### config.mk
export PLATFORM = sky130hd
export DESIGN_NAME = ibex_lsu_multi_outstanding
export DESIGN_NICKNAME = d
export VERILOG_FILES = /design/src/rtl/ibex_lsu_multi_outstanding.sv
export SDC_FILE = /design/constraint.sdc
export NUM_CORES = 1
export LEC_CHECK = 0
export ABC_AREA = 1
export BUFFER_PORTS_ARGS = -buffer_cell sky130_fd_sc_hd__clkbuf_2
export CAP_MARGIN = 25
export CORE_UTILIZATION = 50
export DETAILED_ROUTE_END_ITERATION = 7
export PLACE_DENSITY = 0.89
export RECOVER_POWER = 25
export SYNTH_ARGS = -nofsm -noshare
export SYNTH_HDL_FRONTEND = slang
export SYNTH_SLANG_ARGS = --single-unit
### constraint.sdc
create_clock -name clk_i -period 2.45 [get_ports clk_i]
set_input_delay 0.1225 -clock clk_i [delete_from_list [all_inputs] [get_ports clk_i]]
set_output_delay 0.1225 -clock clk_i [all_outputs]
set_load 0.01 [all_outputs]
### src/rtl/ibex_lsu_multi_outstanding.sv
// Load/store unit that keeps up to MAX_OUT bus transactions in flight, retired in order via a tracking FIFO.
// Define LSU_MISALIGNED_SPLIT_EN to split misaligned accesses in two; otherwise they raise misaligned_err_o.
module ibex_lsu_multi_outstanding #(
   parameter int MAX_OUT = 2,
   parameter int ADDR_W  = 32
) (
   input  logic                      clk_i,
   input  logic                      rst_i,
   input  logic                      lsu_req_i,
   output logic                      lsu_ready_o,
   input  logic                      lsu_we_i,
   input  logic [1:0]                lsu_type_i,
   input  logic                      lsu_sign_ext_i,
   input  logic [ADDR_W-1:0]         lsu_addr_i,
   input  logic [31:0]               lsu_wdata_i,
   output logic                      data_req_o,
   input  logic                      data_gnt_i,
   output logic [ADDR_W-1:0]         data_addr_o,
   output logic                      data_we_o,
   output logic [3:0]                data_be_o,
   output logic [31:0]               data_wdata_o,
   input  logic                      data_rvalid_i,
   input  logic [31:0]               data_rdata_i,
   input  logic                      data_err_i,
   input  logic                      data_pmp_err_i,
   output logic                      lsu_resp_valid_o,
   output logic [31:0]               lsu_rdata_o,
   output logic                      load_err_o,
   output logic                      store_err_o,
   output logic                      misaligned_err_o,
   output logic [$clog2(MAX_OUT):0]  outstanding_o,
   output logic                      busy_o
);
   localparam int PTR_W = $clog2(MAX_OUT);
   localparam int CNT_W = PTR_W + 1;
`ifdef LSU_MISALIGNED_SPLIT_EN
   localparam bit SPLIT_EN = 1'b1;
`else
   localparam bit SPLIT_EN = 1'b0;
`endif
   localparam logic [1:0] PART_SINGLE = 2'd0;
   localparam logic [1:0] PART_FIRST  = 2'd1;
   localparam logic [1:0] PART_SECOND = 2'd2;

   typedef enum logic [1:0] {IDLE = 2'd0, ISSUE = 2'd1, ISSUE_MIS2 = 2'd2} state_t;
   typedef struct packed {
      logic [1:0] off;
      logic [1:0] typ;
      logic       sext;
      logic       we;
      logic [1:0] part;
      logic       pmp;
   } entry_t;

   state_t              r_state;
   logic                r_data_req, r_data_we;
   logic [ADDR_W-1:0]   r_data_addr;
   logic [3:0]          r_data_be;
   logic [31:0]         r_data_wdata;
   logic [ADDR_W-3:0]   r_addr_hi;
   logic [1:0]          r_off, r_type;
   logic                r_sext, r_we, r_split;
   entry_t              r_fifo [MAX_OUT];
   logic [PTR_W-1:0]    r_wptr, r_rptr;
   logic [CNT_W-1:0]    r_count;
   logic [23:0]         r_upper;
   logic                r_first_err, r_mis, r_mis_we;

   logic [1:0]          w_off, w_push_part;
   logic                w_split, w_room, w_accept, w_done, w_pop, w_fifo_resp;
   logic                w_err_now, w_err, w_resp_we, w_resp_err;
   logic [CNT_W-1:0]    w_free;
   logic [3:0]          w_be_first, w_be_second;
   logic [31:0]         w_wdata_rot, w_al, w_ext;
   logic [63:0]         w_src;
   entry_t              w_head;

   assign w_off       = lsu_addr_i[1:0];
   assign w_split     = ((lsu_type_i == 2'b00) && (w_off != 2'b00)) ||
                        ((lsu_type_i == 2'b01) && (w_off == 2'b11));
   assign w_free      = CNT_W'(MAX_OUT) - r_count;
   // Faulting split requests wait for an empty FIFO so their response never collides with a bus response.
   assign w_room      = w_split ? (SPLIT_EN ? (w_free >= CNT_W'(2)) : (r_count == '0))
                                : (w_free >= CNT_W'(1));
   assign lsu_ready_o = ~rst_i & (r_state == IDLE) & w_room;
   assign w_accept    = lsu_req_i & lsu_ready_o;
   assign w_wdata_rot = 32'({lsu_wdata_i, lsu_wdata_i} >> (6'd32 - {1'b0, w_off, 3'b000}));

   always_comb begin
      w_be_first = 4'b0000;
      case (lsu_type_i)
         2'b00:   w_be_first = 4'b1111 << w_off;
         2'b01:   w_be_first = (w_off == 2'b11) ? 4'b1000 : (4'b0011 << w_off);
         default: w_be_first = 4'b0001 << w_off;
      endcase
      w_be_second = 4'b0000;
      if (r_type == 2'b00) begin
         case (r_off)
            2'b01:   w_be_second = 4'b0001;
            2'b10:   w_be_second = 4'b0011;
            2'b11:   w_be_second = 4'b0111;
            default: w_be_second = 4'b0000;
         endcase
      end else begin
         w_be_second = 4'b0001;
      end
   end

   assign w_done      = r_data_req & (data_gnt_i | data_pmp_err_i);
   assign w_push_part = (r_state == ISSUE_MIS2) ? PART_SECOND : (r_split ? PART_FIRST : PART_SINGLE);
   // The bus must not answer in a cycle where a PMP-faulted entry (which gets no response) sits at the head.
   assign w_head      = r_fifo[r_rptr];
   assign w_pop       = (r_count != '0) & (data_rvalid_i | w_head.pmp);
   assign w_fifo_resp = w_pop & (w_head.part != PART_FIRST);
   assign w_err_now   = (data_rvalid_i & data_err_i) | w_head.pmp;
   assign w_err       = w_err_now | ((w_head.part == PART_SECOND) & r_first_err);

   // Second part: bytes of the first word sit below the new word, then shift the access down to bit 0.
   assign w_src = (w_head.part == PART_SECOND) ? {data_rdata_i, r_upper, 8'h00} : {32'h0, data_rdata_i};
   assign w_al  = 32'(w_src >> {w_head.off, 3'b000});

   always_comb begin
      w_ext = w_al;
      case (w_head.typ)
         2'b00:   w_ext = w_al;
         2'b01:   w_ext = {{16{w_head.sext & w_al[15]}}, w_al[15:0]};
         default: w_ext = {{24{w_head.sext & w_al[7]}}, w_al[7:0]};
      endcase
   end

   assign w_resp_we        = w_fifo_resp ? w_head.we : r_mis_we;
   assign w_resp_err       = w_fifo_resp ? w_err : r_mis;
   assign lsu_resp_valid_o = w_fifo_resp | r_mis;
   assign lsu_rdata_o      = (w_fifo_resp & ~w_head.we) ? w_ext : 32'h0;
   assign load_err_o       = lsu_resp_valid_o & w_resp_err & ~w_resp_we;
   assign store_err_o      = lsu_resp_valid_o & w_resp_err & w_resp_we;
   assign misaligned_err_o = SPLIT_EN ? 1'b0 : r_mis;
   assign data_req_o       = r_data_req;
   assign data_addr_o      = r_data_addr;
   assign data_we_o        = r_data_we;
   assign data_be_o        = r_data_be;
   assign data_wdata_o     = r_data_wdata;
   assign outstanding_o    = r_count;
   assign busy_o           = (r_state != IDLE) | (r_count != '0);

   always_ff @(posedge clk_i or posedge rst_i) begin
      if (rst_i) begin
         r_state <= IDLE;         r_data_req <= 1'b0;   r_data_we <= 1'b0;
         r_data_addr <= '0;       r_data_be <= 4'b0;    r_data_wdata <= 32'h0;
         r_addr_hi <= '0;         r_off <= 2'b0;        r_type <= 2'b0;
         r_sext <= 1'b0;          r_we <= 1'b0;         r_split <= 1'b0;
         r_wptr <= '0;            r_rptr <= '0;         r_count <= '0;
         r_upper <= 24'h0;        r_first_err <= 1'b0;  r_mis <= 1'b0;
         r_mis_we <= 1'b0;
      end else begin
         r_mis <= 1'b0;
         case (r_state)
            IDLE: begin
               if (w_accept) begin
                  r_addr_hi <= lsu_addr_i[ADDR_W-1:2];
                  r_off     <= w_off;
                  r_type    <= lsu_type_i;
                  r_sext    <= lsu_sign_ext_i;
                  r_we      <= lsu_we_i;
                  r_split   <= w_split & SPLIT_EN;
                  if (w_split && !SPLIT_EN) begin
                     r_mis    <= 1'b1;
                     r_mis_we <= lsu_we_i;
                  end else begin
                     r_state      <= ISSUE;
                     r_data_req   <= 1'b1;
                     r_data_addr  <= {lsu_addr_i[ADDR_W-1:2], 2'b00};
                     r_data_we    <= lsu_we_i;
                     r_data_be    <= w_be_first;
                     r_data_wdata <= w_wdata_rot;
                  end
               end
            end
            ISSUE: begin
               if (w_done) begin
                  if (r_split) begin
                     r_state     <= ISSUE_MIS2;
                     r_data_addr <= {r_addr_hi + (ADDR_W-2)'(1), 2'b00};
                     r_data_be   <= w_be_second;
                  end else begin
                     r_state    <= IDLE;
                     r_data_req <= 1'b0;
                  end
               end
            end
            ISSUE_MIS2: begin
               if (w_done) begin
                  r_state    <= IDLE;
                  r_data_req <= 1'b0;
               end
            end
            default: r_state <= IDLE;
         endcase
         if (w_done) r_wptr <= r_wptr + PTR_W'(1);
         if (w_pop)  r_rptr <= r_rptr + PTR_W'(1);
         r_count <= r_count + CNT_W'(w_done) - CNT_W'(w_pop);
         if (w_pop && (w_head.part == PART_FIRST)) begin
            r_upper     <= data_rdata_i[31:8];
            r_first_err <= w_err_now;
         end
      end
   end

   always_ff @(posedge clk_i) begin
      if (w_done) r_fifo[r_wptr] <= '{off: r_off, typ: r_type, sext: r_sext, we: r_we,
                                     part: w_push_part, pmp: data_pmp_err_i};
   end
endmodule

Word-level counts from Yosys, hierarchy flattened
Memories as Yosys holds them, arrays and structs flattened.
Cells that the tools add are included.

storage, ports and cells
  register bits = 109
  latch bits = 0
  memory bits (writable) = 18
  memory bits (read-only) = 0
  input bits = 107
  logic and storage cells = 115
  memories = 1

operators by class
  $add $sub $neg = 6
  multipliers = 0
  divide/modulo/power cells = 0
  $lt $le $gt $ge = 1
  eq/ne operators = 12
  shift-type cells = 5
  muxes and demuxes = 28
  bitwise logic cells = 25
  reductions and logical operators = 20

memory list
  memory  words  bits a word  rd ports  clocked after memory_dff  wr ports  RTL line  text
  r_fifo  2      9            1         0                         1         63        entry_t r_fifo [MAX_OUT];

operator list
  kind                                              count
  2-to-1 mux 32 bit                                 4
  2-to-1 mux 64 bit                                 1
  case mux 32 bit (2 select lines)                  1
  >> shifter 64 x 5 -> 32 bit                       1
  >> shifter 64 x 6 -> 32 bit                       1
  2-to-1 mux 4 bit                                  4
  bitwise AND 1 bit                                 14
  2-to-1 mux 1 bit                                  11
  AND reduction 5 bit                               2
  == test 2 x 1 -> 1 bit (second input constant)    4
  zero test 2 bit                                   4
  2-to-1 mux 2 bit                                  4
  inequality test 2 bit (second input constant)     4
  case mux 4 bit (2 select lines)                   1
  nonzero test 2 bit                                4
  == test 2 bit (second input constant)             3
  bitwise OR 1 bit                                  6
  AND reduction 3 bit                               2
  subtractor 6 x 5 -> 6 bit (first input constant)  1
  NOT 1 bit                                         5
  case mux 2 bit (2 select lines)                   1
  AND reduction 4 bit                               1
  left shift 1 x 2 -> 4 bit (first input constant)  1
  left shift 2 x 2 -> 4 bit (first input constant)  1
  13 further kinds                                  16

Longest topological paths before layout
  word-level depth = 8
  gate-level depth with buffers = 11
  gate-level depth less buffers = 10

Worst setup path after synthesis
Ideal clock, no wire load.

  path type = input port to flip-flop
  from = input port lsu_addr_i[0]
  to = register r_data_wdata[12] (netlist: data_wdata_o[12])
  library setup time = 0.130 ns
  arrival time = 1.657 ns
  required time = 2.320 ns
  slack = 0.663 ns
  stages on the path = 10
  path buffers = 4
  cells stage by stage = buf_2 inv_2 buf_2 ha_1 buf_2 nand2_1 clkbuf_1 o22ai_1 nor2_1 o21ai_0

on the way
  cells in the longest elaborated chain, start to end = 7
  elaborated cells between the ends (all ways) = 12

RTL lines
  what                                                                               RTL line  text
  start, declared                                                                    14        input logic [ADDR_W-1:0] lsu_addr_i,
  parallel branches: the longest is 7 deep, another holds subtractor 6 x 5 -> 6 bit  n/a
  end signal, assigned                                                               175       r_data_wdata <= w_wdata_rot;
  end, declared                                                                      59        logic [31:0] r_data_wdata;

Several ways; the timed one is not identified.
A chain may end at the register's enable or synchronous reset.

Worst setup path after layout
  from = register r_rptr
  to = output port lsu_rdata_o[9]

on the way
  cells in the longest elaborated chain, start to end = 7
  elaborated cells between the ends (all ways) = 15

RTL lines
  what                              RTL line  text
  start, declared                   64        logic [PTR_W-1:0] r_wptr, r_rptr;
  start signal, assigned            200       if (w_pop) r_rptr <= r_rptr + PTR_W'(1);
  memory read (2 x 9 bit) *         n/a
  == test 2 bit                     119       assign w_src = (w_head.part == PART_SECOND) ? {data_rdata_i, r_upper, 8'h00} : {32'h0, data_rdata_i};
  2-to-1 mux 64 bit                 119
  >> shifter 64 x 5 -> 32 bit       120       assign w_al = 32'(w_src >> {w_head.off, 3'b000});
  bitwise AND 1 bit                 127       default: w_ext = {{24{w_head.sext & w_al[7]}}, w_al[7:0]};
  case mux 32 bit (2 select lines)  124       case (w_head.typ)
  2-to-1 mux 32 bit *               134       assign lsu_rdata_o = (w_fifo_resp & ~w_head.we) ? w_ext : 32'h0;
  end, declared                     27        output logic [31:0] lsu_rdata_o,

Mark *: on every way between the ends. The rest lies on a longest branch, timed or not.

==> metrics.md <==
| Metric | Value |
|---|---|
| Run status | `finished, final reports clean` |
| Critical-path cell list | `nand2_1 > nand2_8 > inv_2 > nand3_1 > nand3_1 > nand2_2 > nand2_8 > nor2_1 > clkbuf_2` |
| Antenna diodes | `0` |
| Post-CTS Setup Repair Bufs | `0` |
| Syn Area/Cell | `7.11 µm²` |
| Core area | `0.0109 mm²` |
| # port buffers | `214` |
| Vias in the first global route | `between 5000 and 6000` |
| First-pass DRT Iterations | `7` |
| Top-area cell type share of the netlist area | `0.354` |
| PwrDens | `between 1000 and 1500 mW/mm²` |
| Setup Skew | `0.00458 ns` |
| Leakage | `between 3 and 4 nW` |
| MaxCap Viol Count | `0` |
| Final wirelength | `15700 µm` |
| Tightest Pin Transition | `approximately 1.4 ns` |
| IO Pins | `217` |
| Synth area leader | `dfrtp_1` |
| CTS Root Cell | `clkbuf_16` |
| Critical path class | `reg -> out` |
| Register area share after synthesis | `0.428` |
| CTS HTree Levels | `3` |
| Worst Path Required | `2.33 ns` |
| Switch Pwr | `3.53 mW` |
| Fin. Hold Viols | `0` |
| Worst-Skew Late Latency | `0.33 ns` |
| CP startpoint kind | `flop` |
| Largest net degree at the start of global routing | `51` |
| GP Congestion | `0.985` |
| Post-layout min period | `between 2 and 2.5 ns` |
| CTS sink count | `94` |
| Via count | `5780` |
| Crit Path Max Fanout | `25` |
| Worst r2r path cells | `4` |
| Met1 GRT Util | `0.327` |
| RSZ-0062 raised after global routing | `no` |
| Hpwl dp | `11900 µm` |
| Top Usage Layer GRT | `met2` |
| Number of vias per cell | `5.08` |
| DR DRC count | `0` |
| Routed Antenna Nets | `0` |
| Starting Density | `0.518` |
| DIE AREA | `0.0117 mm²` |
| Syn Std Cell Area | `0.00566 mm²` |
| Die height | `108 µm` |
| Rel. slew slack | `0.0496` |
| Flop pwr share | `0.334` |
| Grt met3 use | `0.0772` |
| First-pass GRT wire length | `roughly 25000 µm` |
| Worst Setup End Kind | `primary output` |
| CTS tree | `yes` |
| Synthesis Warnings | `0` |
| Fmax | `0.442 GHz` |
| Main area contributors after synthesis | `dfrtp_1, nand2_1, o21ai_0` |
| CTS Buffer Depth | `2` |
| CTS buffer count | `9` |
| Area of the multi-input gates | `0.00267 mm²` |
| Global Route Usage Sum | `0.271` |
| Mapped Cells | `just under 800` |
| Ratio of cells with drive above 1 in the final layout | `0.258` |
| Fillers | `944` |
| Hold Path Class | `in -> reg` |
| Clock-pin slew on the worst setup and hold paths | `0.07 ns` |
| Comb power frac | `0.484` |
| Final core utilization | `0.651` |
| Nets@finish | `between 1000 and 1500` |
| Row count | `38` |
| Tcrit/Tclk final | `0.924` |
| Die width | `108 µm` |
| Most frequent cells in the layout | `nand2_1, clkbuf_2, o21ai_0` |
| Crit-path max cell delay | `0.49 ns` |
| 1st-iter DRT viols | `566` |
| Most common cell after layout, fill and taps aside | `nand2_1` |
| Average wire per standard cell | `13.8 µm` |
| GR Util met2 | `0.449` |
| Sw Share | `0.438` |
| Sequential cell area | `0.00242 mm²` |
| Unique masters post-synth | `34` |
| Peak VDD IR | `0.685 mV` |
| Number of setup violations in the final report | `0` |
| Total grt overflow | `0` |
| Initial antenna violation count | `0` |
| Sum Neg Setup Slack | `0 ns` |
| CP arrival | `2.14 ns` |
| Slew Limit Fails | `0` |
| CP max-delay cell | `dfrtp_2` |
| Synth Register Bits | `94` |
| Hold Path Depth | `3` |
| Int Power | `4.53 mW` |
| Clk network pwr share | `0.182` |
| Layout area overhead | `25.7%` |
-- power groups by stage --
| stage | Combinational (mW) | Sequential, mW | Clock, mW |
|---|---|---|---|
| final | 3.90 | 2.69 | 1.47 |
| after global routing | 4.37 | 2.77 | 1.55 |
| after CTS | 3.94 | 2.69 | 1.49 |
| after detailed placement | 3.91 | 2.70 | 0 |
| after global placement | 3.85 | 2.67 | 0 |
| after floorplan | 2.32 | 2.88 | 0 |
-- routing by layer --
metal,vias to the layer above,share of wire,routed length (µm)
li1,2912,-,-
met4,0,0.038,592
met5,-,0,0
met3,45,0.089,1390
met1,2548,0.40,6240
met2,275,0.48,7460
-- path summary, 6_finish.rpt --
| kind | slack, ns | endpoint | start |
|---|---|---|---|
| max in group asynchronous | 0.98 | data_addr_o[5]$_DFFE_PP0P_ | rst_i |
| worst min-delay path | 0.01 | data_addr_o[28]$_DFFE_PP0P_ | lsu_addr_i[28] |
| worst min register to register | 0.47 | r_fifo[0][6]$_DFFE_PP_ | r_type[1]$_DFFE_PP0P_ |
| min in group asynchronous | 0.65 | data_we_o$_DFFE_PP0P_ | rst_i |
| worst max-delay path | 0.19 | lsu_rdata_o[9] | r_rptr$_DFFE_PP0P_ |
| worst max register to register | 0.58 | data_addr_o[23]$_DFFE_PP0P_ | data_req_o$_DFFE_PP0P_ |
-- state kept, by name, summed over array words and instances, names as in the netlist, 2 cells and up --
| name | flops |
|---|---|
| data_addr_o | 30 |
| r_type | 2 |
| data_wdata_o | 32 |
| r_fifo | 14 |
| r_off | 2 |
| outstanding_o | 2 |
| data_be_o | 4 |
-- synth_stat cells, drive strengths merged --
master and instances:
o22ai 13, conb 1, nor2 104, nor3 11
dfrtp 80, o21a 1, edfxtp 14, xnor2 1
a31oi 1, ha 5, clkbuf 17, nand2 250
o2111ai 1, inv 96, xor2 3, o221ai 1
o31ai 1, or2 2, buf 24, a21oi 20
nand3 23, o21ai 127
-- critical path, delay by kind of cell (launching register included) --
kind	cells	cell delay [ns]
flops	1	0.49
simple gates	7	0.93
buf+inv	2	0.38
-- stage by stage --
stage	power [mW]	area, µm²	setup WS [ns]	std cells	hold WS, ns
6_report	8.06	7110	0.186	1138	0.0132
5_1_grt	8.69	7110	0.0341	1138	0.0167
4_1_cts	8.12	7140	0.00291	1138	0.00658
3_5_place_dp	6.61	6790	0.377	1119	0.187
3_3_place_gp	6.52	6790	0.430	1119	0.179
2_1_floorplan	5.20	5660	0.276	797	0.209
-- kinds of logic (layout without fill, tap and decap cells) --
group,Yosys count,after routing,share of synthesized area
xor gates and xnor gates,4,4,0.00619
and+or+nand+nor,390,390,0.295
buffers and inverters,137,338,0.106
AOI/OAI and AO/OA,165,165,0.152
adders and majority gates,5,5,0.0111
other,1,2,0.000663
DFF,94,94,0.428
-- what timing repair did --
action | CTS | global route
resized for setup | 0 | 3
endpoints found under the setup margin | 0 | 24
hold buffers | 3 | 0
endpoints found under the hold margin | 32 | 0
-- final cells by class --
| cell class | instances | share of cell area |
|---|---|---|
| Inverter | 96 | 0.0519 |
| Tap cell | 140 | 0.0246 |
| Clock buffer | 9 | 0.0317 |
| Timing Repair Buffer | 226 | 0.164 |
| Sequential cell | 94 | 0.341 |
| Multi-Input combinational cell | 566 | 0.375 |
| Clock inverter | 7 | 0.0123 |
No activity file was read; power rests on OpenSTA's default activity.
